`src/rtl/blink_pkg.sv`:
```
// Shared constants for the blink generator / blink meter pair.
package blink_pkg;

  // Measurement FSM encodings, kept as plain constants for legacy tools.
  localparam logic [0:0] ST_IDLE    = 1'b0;
  localparam logic [0:0] ST_MEASURE = 1'b1;

  // Blinker toggles every BLINK_HALF_PERIOD clocks; the meter expects the same.
  localparam int unsigned BLINK_HALF_PERIOD = 5001;

  // Lower edge of the match window, clamped at zero when TOL exceeds EXPECTED.
  function automatic int unsigned lower_bound(input int unsigned expected,
                                              input int unsigned tol);
    return (expected > tol) ? (expected - tol) : 0;
  endfunction

endpackage

```
`src/rtl/blink_meter_if.sv`:
```
// Result channel of the blink meter: valid/ready handshake plus payload.
interface blink_meter_if #(
  parameter int unsigned CNT_W = 26
);
  logic             meas_valid;
  logic             meas_ready;
  logic [CNT_W-1:0] meas_count;
  logic             meas_level;
  logic             match;

  // Producer side (the meter).
  modport master (
    output meas_valid,
    output meas_count,
    output meas_level,
    output match,
    input  meas_ready
  );

  // Consumer side.
  modport slave (
    input  meas_valid,
    input  meas_count,
    input  meas_level,
    input  match,
    output meas_ready
  );
endinterface

```
`src/rtl/sync_edge_det.sv`:
```
// Two-flop synchroniser plus history flop; flags either-polarity edges.
module sync_edge_det (
  input  logic clk_i,
  input  logic rst_i,
  input  logic async_i,
  output logic level_o,
  output logic edge_o
);
  logic s1_q;
  logic s2_q;
  logic s3_q;

  // Synchronise the asynchronous input and keep one cycle of history.
  always_ff @(posedge clk_i or posedge rst_i) begin
    if (rst_i) begin
      s1_q <= 1'b0;
      s2_q <= 1'b0;
      s3_q <= 1'b0;
    end else begin
      s1_q <= async_i;
      s2_q <= s1_q;
      s3_q <= s2_q;
    end
  end

  assign level_o = s3_q;
  assign edge_o  = s2_q ^ s3_q;

endmodule

```
`src/rtl/blink_meter.sv`:
```
// Half-period meter for an asynchronous square wave with tolerance check,
// lock tracking, no-activity timeout and a valid/ready result channel.
module blink_meter
  import blink_pkg::*;
#(
  parameter int unsigned CNT_W    = 26,
  parameter int unsigned EXPECTED = BLINK_HALF_PERIOD,
  parameter int unsigned TOL      = 16,
  parameter int unsigned TIMEOUT  = 50000,
  parameter int unsigned LOCK_N   = 4
) (
  input  logic                 CLOCK_50,
  input  logic                 reset,
  input  logic                 sig_in,
  blink_meter_if.master        meas,
  output logic                 overrun,
  output logic                 timeout,
  output logic                 locked
);

  localparam int unsigned CW1  = CNT_W + 1;
  localparam int unsigned LK_W = $clog2(LOCK_N + 1);

  localparam logic [CNT_W:0]   WIN_LO   = CW1'(lower_bound(EXPECTED, TOL));
  localparam logic [CNT_W:0]   WIN_HI   = CW1'(EXPECTED + TOL);
  localparam logic [CNT_W-1:0] TMO_LAST = CNT_W'(TIMEOUT - 1);
  localparam logic [LK_W-1:0]  LOCK_MAX = LK_W'(LOCK_N);

  logic             level_s;
  logic             edge_s;

  logic [0:0]       state_q, state_d;
  logic [CNT_W-1:0] cnt_q, cnt_d;
  logic [LK_W-1:0]  lock_cnt_q, lock_cnt_d;
  logic             locked_q, locked_d;
  logic             timeout_q;
  logic             valid_q, valid_d;
  logic [CNT_W-1:0] count_q, count_d;
  logic             level_q, level_d;
  logic             match_q, match_d;
  logic             overrun_q, overrun_d;

  logic             cnt_sat;
  logic             produce;
  logic             tmo_hit;
  logic [CNT_W:0]   interval_w;
  logic [CNT_W-1:0] new_count;
  logic             new_match;
  logic [LK_W-1:0]  lock_inc;

  sync_edge_det u_sync (
    .clk_i   (CLOCK_50),
    .rst_i   (reset),
    .async_i (sig_in),
    .level_o (level_s),
    .edge_o  (edge_s)
  );

  // Interval is cnt+1 in one extra bit so the window compare cannot wrap;
  // a saturated counter reports all-ones and never matches.
  always_comb begin
    cnt_sat    = &cnt_q;
    interval_w = {1'b0, cnt_q} + CW1'(1);
    new_count  = cnt_sat ? '1 : interval_w[CNT_W-1:0];
    new_match  = !cnt_sat && (interval_w >= WIN_LO) && (interval_w <= WIN_HI);
    produce    = (state_q == ST_MEASURE) && edge_s;
    tmo_hit    = (state_q == ST_MEASURE) && !edge_s && (cnt_q == TMO_LAST);
  end

  // Interval counter: restart on every edge, otherwise count up and saturate.
  always_comb begin
    cnt_d = cnt_q;
    if (edge_s)        cnt_d = '0;
    else if (!cnt_sat) cnt_d = cnt_q + CNT_W'(1);
  end

  // FSM: the first edge only arms measurement; a silent TIMEOUT disarms it.
  always_comb begin
    state_d = state_q;
    case (state_q)
      ST_IDLE:    if (edge_s)  state_d = ST_MEASURE;
      ST_MEASURE: if (tmo_hit) state_d = ST_IDLE;
      default:                 state_d = ST_IDLE;
    endcase
  end

  // Lock tracking sees every produced interval, whether or not it is delivered.
  always_comb begin
    lock_inc   = (lock_cnt_q == LOCK_MAX) ? lock_cnt_q : lock_cnt_q + LK_W'(1);
    lock_cnt_d = lock_cnt_q;
    locked_d   = locked_q;
    if (tmo_hit) begin
      lock_cnt_d = '0;
      locked_d   = 1'b0;
    end else if (produce) begin
      if (new_match) begin
        lock_cnt_d = lock_inc;
        if (lock_inc == LOCK_MAX) locked_d = 1'b1;
      end else begin
        lock_cnt_d = '0;
        locked_d   = 1'b0;
      end
    end
  end

  // Result register: load when empty or being accepted, else drop and flag overrun.
  always_comb begin
    valid_d   = valid_q;
    count_d   = count_q;
    level_d   = level_q;
    match_d   = match_q;
    overrun_d = overrun_q;
    if (produce) begin
      if (!valid_q || meas.meas_ready) begin
        valid_d = 1'b1;
        count_d = new_count;
        level_d = level_s;
        match_d = new_match;
      end else begin
        overrun_d = 1'b1;
      end
    end else if (valid_q && meas.meas_ready) begin
      valid_d = 1'b0;
    end
  end

  // State registers.
  always_ff @(posedge CLOCK_50 or posedge reset) begin
    if (reset) begin
      state_q    <= ST_IDLE;
      cnt_q      <= '0;
      lock_cnt_q <= '0;
      locked_q   <= 1'b0;
      timeout_q  <= 1'b0;
      valid_q    <= 1'b0;
      count_q    <= '0;
      level_q    <= 1'b0;
      match_q    <= 1'b0;
      overrun_q  <= 1'b0;
    end else begin
      state_q    <= state_d;
      cnt_q      <= cnt_d;
      lock_cnt_q <= lock_cnt_d;
      locked_q   <= locked_d;
      timeout_q  <= tmo_hit;
      valid_q    <= valid_d;
      count_q    <= count_d;
      level_q    <= level_d;
      match_q    <= match_d;
      overrun_q  <= overrun_d;
    end
  end

  assign meas.meas_valid = valid_q;
  assign meas.meas_count = count_q;
  assign meas.meas_level = level_q;
  assign meas.match      = match_q;
  assign overrun         = overrun_q;
  assign timeout         = timeout_q;
  assign locked          = locked_q;

endmodule

```
`src/flat_wrapper.sv`:
```
// flat-port wrapper written by rule: the top's interface ports become plain ports
module blink_meter_flat import blink_pkg::*;
#(
  parameter int unsigned CNT_W    = 26,
  parameter int unsigned EXPECTED = BLINK_HALF_PERIOD,
  parameter int unsigned TOL      = 16,
  parameter int unsigned TIMEOUT  = 50000,
  parameter int unsigned LOCK_N   = 4
)
  (CLOCK_50, reset, sig_in, overrun, timeout, locked, meas_meas_valid, meas_meas_count, meas_meas_level, meas_match, meas_meas_ready);
  blink_meter_if #(.CNT_W(CNT_W)) meas_i ();
  input  logic CLOCK_50;
  input  logic reset;
  input  logic sig_in;
  output logic overrun;
  output logic timeout;
  output logic locked;
  output wire logic [$bits(meas_i.meas_valid)-1:0] meas_meas_valid;
  output wire logic [$bits(meas_i.meas_count)-1:0] meas_meas_count;
  output wire logic [$bits(meas_i.meas_level)-1:0] meas_meas_level;
  output wire logic [$bits(meas_i.match)-1:0] meas_match;
  input wire logic [$bits(meas_i.meas_ready)-1:0] meas_meas_ready;
  assign meas_meas_valid = meas_i.meas_valid;
  assign meas_meas_count = meas_i.meas_count;
  assign meas_meas_level = meas_i.meas_level;
  assign meas_match = meas_i.match;
  assign meas_i.meas_ready = meas_meas_ready;
  blink_meter #(.CNT_W(CNT_W), .EXPECTED(EXPECTED), .TOL(TOL), .TIMEOUT(TIMEOUT), .LOCK_N(LOCK_N)) u_core (.CLOCK_50(CLOCK_50), .reset(reset), .sig_in(sig_in), .meas(meas_i), .overrun(overrun), .timeout(timeout), .locked(locked));
endmodule
```
`config.mk`:
```
export PLATFORM = sky130hd
export DESIGN_NAME = blink_meter_flat
export DESIGN_NICKNAME = d
export VERILOG_FILES = /design/src/rtl/blink_pkg.sv /design/src/rtl/blink_meter_if.sv /design/src/rtl/sync_edge_det.sv /design/src/rtl/blink_meter.sv /design/src/flat_wrapper.sv
export SDC_FILE = /design/constraint.sdc
export NUM_CORES = 1
export LEC_CHECK = 0
export BUFFER_PORTS_ARGS = -buffer_cell sky130_fd_sc_hd__buf_2
export CORE_MARGIN = 4
export CORE_UTILIZATION = 40
export DETAILED_ROUTE_END_ITERATION = 12
export GPL_ROUTABILITY_DRIVEN = 0
export PLACE_DENSITY_LB_ADDON = 0.12
export SLEW_MARGIN = 20
export SYNTH_ARGS = -nofsm -noshare
export SYNTH_HDL_FRONTEND = slang
export SYNTH_SLANG_ARGS = --single-unit
```
`constraint.sdc`:
```
create_clock -name CLOCK_50 -period 7.9 [get_ports CLOCK_50]
set_clock_uncertainty 0.1 [all_clocks]
set_input_delay 0.395 -clock CLOCK_50 [delete_from_list [all_inputs] [get_ports CLOCK_50]]
set_output_delay 0.395 -clock CLOCK_50 [all_outputs]
set_load 0.005 [all_outputs]
```
Word level (Yosys, flattened, before mapping). Cells that the tools add are included.

Output and inout bits: 32. Word-level logic and storage cells: 61. Input port bits: 4. Register bits after elaboration: 65.

Bitwise gates (word level): 3. Magnitude comparators: 2. Mux-type cells: 17. Reduce and logical (&&, ||, !) cells: 17. Equal/unequal tests: 6. $add $sub $neg: 3.

Operator list (count): 26-bit two-way mux (3); 26-bit by 1-bit adder with 27-bit output (second input constant) (1); 27-bit by 13-bit greater-or-equal comparator with 1-bit output (second input constant) (1); 27-bit by 13-bit <= comparator with 1-bit output (second input constant) (1); 26-bit by 1-bit adder with 26-bit output (second input constant) (1); 26-bit by 16-bit == test with 1-bit output (second input constant) (1); 26-bit AND reduction (1); 3-bit two-way mux (4); 1-bit two-way mux (9); 2-bit AND reduction (4); 3-bit == test (second input constant) (2); 1-bit logical AND (6); 2-bit nonzero test (2); 3-bit by 1-bit adder with 3-bit output (second input constant) (1); 1-bit zero test (3); 3-bit by 2-bit inequality test with 1-bit output (second input constant) (1); 2-bit by 1-bit inequality test with 1-bit output (second input constant) (1); 2-bit inequality test (second input constant) (1); 1-bit inverter (2); 1-bit one-hot mux with 2 select lines (1); 1-bit logical OR (1); 1-bit XOR (1).

Longest topological paths before layout.
Depth after elaboration: 7. Gate-level depth with buffers: 11. Depth with buffers taken out: 10.

By module. A second synthesis with hierarchy kept.

Cell total of the unflattened synthesis: 403. Area total of the unflattened synthesis: 3550.9 um^2.

Modules (own cells, without submodules): blink_meter (sequential area each 1551.5 um^2, instances 1, cells each 398, area each 3463.3 um^2); sync_edge_det (sequential area each 75.1 um^2, instances 1, cells each 5, area each 87.6 um^2).

Worst setup path before layout. Ideal clock, no wire load.

Kind: register to register. From: register u_core.cnt_q[0]. To: register u_core.lock_cnt_q[0]. Data required time: 7724 ps. Setup time: 76 ps. Arrival: 2344 ps. Cell stages (with the launch flop): 11. Setup slack: 5380 ps. Buffers on the path: 1. Clock period less this slack: 2520 ps. Cell sequence: dfrtp_1 > ha_1 > clkbuf_1 > and3_1 > or3_1 > a211o_1 > a22oi_1 > nor3_1 > nor4_4 > a31oi_1 > o21ai_1.

Longest elaborated chain between the ends: 7. Elaborated cells on any way between the ends: 13. Those cells by class: add/sub: 1; order compare: 2; eq/ne: 1; mux: 3; reduce/logical: 6.

Ends and longest elaborated chain: start: declaration (RTL line blink_meter.sv:33) `logic [CNT_W-1:0] cnt_q, cnt_d;`; start signal: assignment (RTL line blink_meter.sv:142) `cnt_q <= cnt_d;`; 26-bit by 1-bit adder with 27-bit output / 26-bit AND reduction (equally long branches) (RTL line blink_meter.sv:63, blink_meter.sv:62); 27-bit by 13-bit greater-or-equal comparator with 1-bit output / 1-bit zero test (equally long branches) (RTL line blink_meter.sv:65) `new_match = !cnt_sat && (interval_w >= WIN_LO) && (interval_w <= WIN_HI);`; 1-bit logical AND (2 in a row) (RTL line blink_meter.sv:65); 3-bit two-way mux (RTL line blink_meter.sv:96) `if (new_match) begin`; 3-bit two-way mux (RTL line blink_meter.sv:95) `end else if (produce) begin`; 3-bit two-way mux (RTL line blink_meter.sv:92) `if (tmo_hit) begin`; end signal: assignment (RTL line blink_meter.sv:143) `lock_cnt_q <= lock_cnt_d;`; end: declaration (RTL line blink_meter.sv:34) `logic [LK_W-1:0] lock_cnt_q, lock_cnt_d;`.

Several ways; a longest one is shown, not always the timed one. The select of a mux whose other input is x is not followed. A chain may end at the register's enable or synchronous reset.

Final worst setup path.
From: register u_core.cnt_q[1]. To: register u_core.count_q[20], in the netlist u_core.meas.meas_count[20].

Longest elaborated chain between the ends: 2. Elaborated cells on any way between the ends: 3. Those cells by class: add/sub: 1; mux: 1; reduce/logical: 1.

Ends and longest elaborated chain: 26-bit by 1-bit adder with 27-bit output / 26-bit AND reduction (equally long branches) (RTL line blink_meter.sv:63, blink_meter.sv:62); 26-bit two-way mux (*) (RTL line blink_meter.sv:64) `new_count = cnt_sat ? '1 : interval_w[CNT_W-1:0];`; end signal: assignment (RTL line blink_meter.sv:147) `count_q <= count_d;`; end: declaration (RTL line blink_meter.sv:38) `logic [CNT_W-1:0] count_q, count_d;`.

Every way passes the cells marked *; elsewhere a longest branch is shown, timed or not.

==> results.yml <==
outcome:
  run_status: "finished clean"
sta:
  finalMaxSlewViolations: 0
  setup_tns_ps: 0
  period_share: 0.459
  hold_viol: 0
  rsz0062_at_grt: "false"
  tightest_slew_ps: 1030
  setup_violations: 0
  fin_crit_ps: 3630
  holdWs_ps: 59.7
  fmax_ghz: 0.276
  max-slew-margin-rel: 0.316
min_path:
  hp-start: "sig_in"
  hold_class: "input port to register"
  hold_path_end: "u_core.u_sync.s1_q"
  whs_path_depth: 1
synthesis:
  yosys.area_share.simple: 0.264
  synth_xor_area_frac: 0.0612
  ys_ff_latch: 65
  synth.top_cell.area_share: 0.473
  synth_edf_count: 0
  yosysWarnings: 0
  synth-async-reset-ratio: 1.00
  synth_compound_area_frac: 0.114
  synth_area_leader_cell: "dfrtp_1"
  synthAdderAreaFrac: 0.0146
  synth_area_leaders: "dfrtp_1 (47%), nor2_1 (6.4%), o21ai_0 (4.5%)"
  synth_flop_cell: "dfrtp_1"
  netlist_instances: 376
  syn_area_um2: 3440
  synth_cell_types: 55
  synth-seq-area-share: 0.473
  syn_nets: 384
  avgSynthCellArea_um2: 9.14
  muxShareOfSynthArea: 0.0288
  synth_top_family_by_area: "simple AND/OR/NAND/NOR gates"
global_routing:
  grt_max_degree: 66
  antenna_found_initial: 0
  grt_pass1_vias: 2561
  gr-total-overflow: 0
  grt_pass1_wl_um: 12700
  grt_usage: 0.159
final_layout:
  drive_gt1_frac: 0.173
  nNetsFinal: 407
  final_cell_mix: "dfrtp_1 (65), nor2_1 (59), nand2_1 (39), buf_2 (35), o21ai_0 (31)"
  syn_to_final_growth_pct: 11.8
  final_area_um2: 3840
  antennaDiodeCount: 0
  layout_commonest_cell: "dfrtp_1"
critical_path:
  r2r_cells: 7
  cpMaxStageDelayCell: "and4_1"
  slowest_delay_ps: 910
  crit_path_start_kind: "register"
  reg2reg_to: "u_core.meas.meas_count[20]"
  critPathCaptureType: "register"
  worstPathRequired_ps: 8040
  crit_family: "simple AND/OR/NAND/NOR gates"
  rrSetupSlack_ps: 4270
  cp_num_buf_inv: 0
  critPathKind: "register to register"
  r2r-start: "u_core.cnt_q[1]"
  worstPathArrival_ps: 3770
  worstPathCellList: "ha_1 > nand3_1 > or4_4 > nor2b_1 > and4_1 > nor2_1 > o21ai_0"
  crit_fanout: 26
floorplanning:
  die-area_um2: 10100
  die_h_um: 101
  ios: 36
  row_count: 33
  core_area_um2: 8300
  start_util: 0.414
  die-width_um: 101
routing:
  drc: 0
  avgViaCountPerCell: 5.24
  dr.pass1.iters: 4
  drtIter0Drc: 110
  wire_per_inst_um: 14.4
  drt-total-wl_um: 7350
  antenna_left: 0
  vias: 2666
place:
  io_buffers: 35
  dpl.hpwl_um: 5010
  postPlaceCellArea_um2: 3650
clock_network:
  cts_made_buffers: 9
  clkTransAtPathRegs_ps: 70
  clkLatencyLatePin_ps: 350
  cts_root_buffer: "clkbuf_8"
  cts_tree: "yes"
  htreeDepth: 3
  numClockSinks: 65
  cts_buffer_depth: 2
  cts_resized: 0
  post_cts.repair.setup_buffers: 0
  ctsHoldBuffers: 0
power_and_ir_drop:
  p_leak_uw: 0.00178
  power.density_nw_per_um2: 179
  power_uw: 687
  irDropWorstVdd_mv: 0.0933
flow_run:
  drv_cap: 0
cells in the mapped netlist (all sizes together), types with 10 or more instances:
cell type  count
xnor2         16
inv           10
dfrtp         65
buf           12
nor2          59
a21oi         11
nor3          11
o21ai         32
nand3         15
clkbuf        13
nand2         39
logic make-up (layout without fill, tap and decap cells):
logic type	count (synthesis)	in the layout
AOI/OAI and AO/OA	64	64
xor gates and xnor gates	24	24
adders and majority gates	4	4
buffers and inverters	35	63
DFF	65	65
muxes	9	9
and+or+nand+nor	175	175
final cells by class:
class | count | area [um2]
timing repair buffer | 37 | 190
multi-input combinational | 276 | 1670
inverter | 10 | 37.5
sequential | 65 | 1630
clock inverter | 3 | 40.0
tap | 105 | 131
fill | 842 | 4460
clock buffer | 13 | 149
per-stage QoR:
step           utilization  setup slack [ps]  cells
4_1_cts              0.463              4230    509
2_1_floorplan            -              5380    376
5_1_grt              0.463              3900    509
6_report             0.463              4270    509
3_3_place_gp         0.440              4390    493
3_5_place_dp         0.440              4260    493
layer usage:
metal	vias up	share of wire	global-route usage
li1	1340	-	-
met1	1281	0.51	0.231
met2	36	0.44	0.227
met3	9	0.030	0.0318
met4	0	0.015	0.0715
met5	-	0	0
registers in the layout (all words and copies together) (netlist names):
register,count
u_core.state_q,1
u_core.u_sync.level_o,1
u_core.meas.meas_count,26
u_core.locked,1
u_core.u_sync.s2_q,1
u_core.cnt_q,26
u_core.overrun,1
u_core.meas.meas_valid,1
u_core.timeout,1
u_core.meas.match,1
u_core.lock_cnt_q,3
u_core.u_sync.s1_q,1
u_core.meas.meas_level,1
power by group:
| group | switching [uW] | internal [uW] | total [uW] |
|---|---|---|---|
| registers | 11.1 | 342 | 353 |
| clock network | 124 | 154 | 278 |
| logic | 36.7 | 19.3 | 56.1 |
| total | 172 | 515 | 687 |
how the worst max path moves through the flow:
stage,end,from,cells past startpoint
5_1_grt,u_core.meas.meas_count[21],u_core.cnt_q[1],7
2_1_floorplan,u_core.lock_cnt_q[0],u_core.cnt_q[0],10
3_5_place_dp,u_core.meas.meas_count[8],u_core.cnt_q[1],7
4_1_cts,u_core.meas.meas_count[8],u_core.cnt_q[1],7
3_3_place_gp,u_core.meas.meas_count[23],u_core.cnt_q[1],7
6_report,u_core.meas.meas_count[20],u_core.cnt_q[1],7
(Power assumes the default switching activity.)
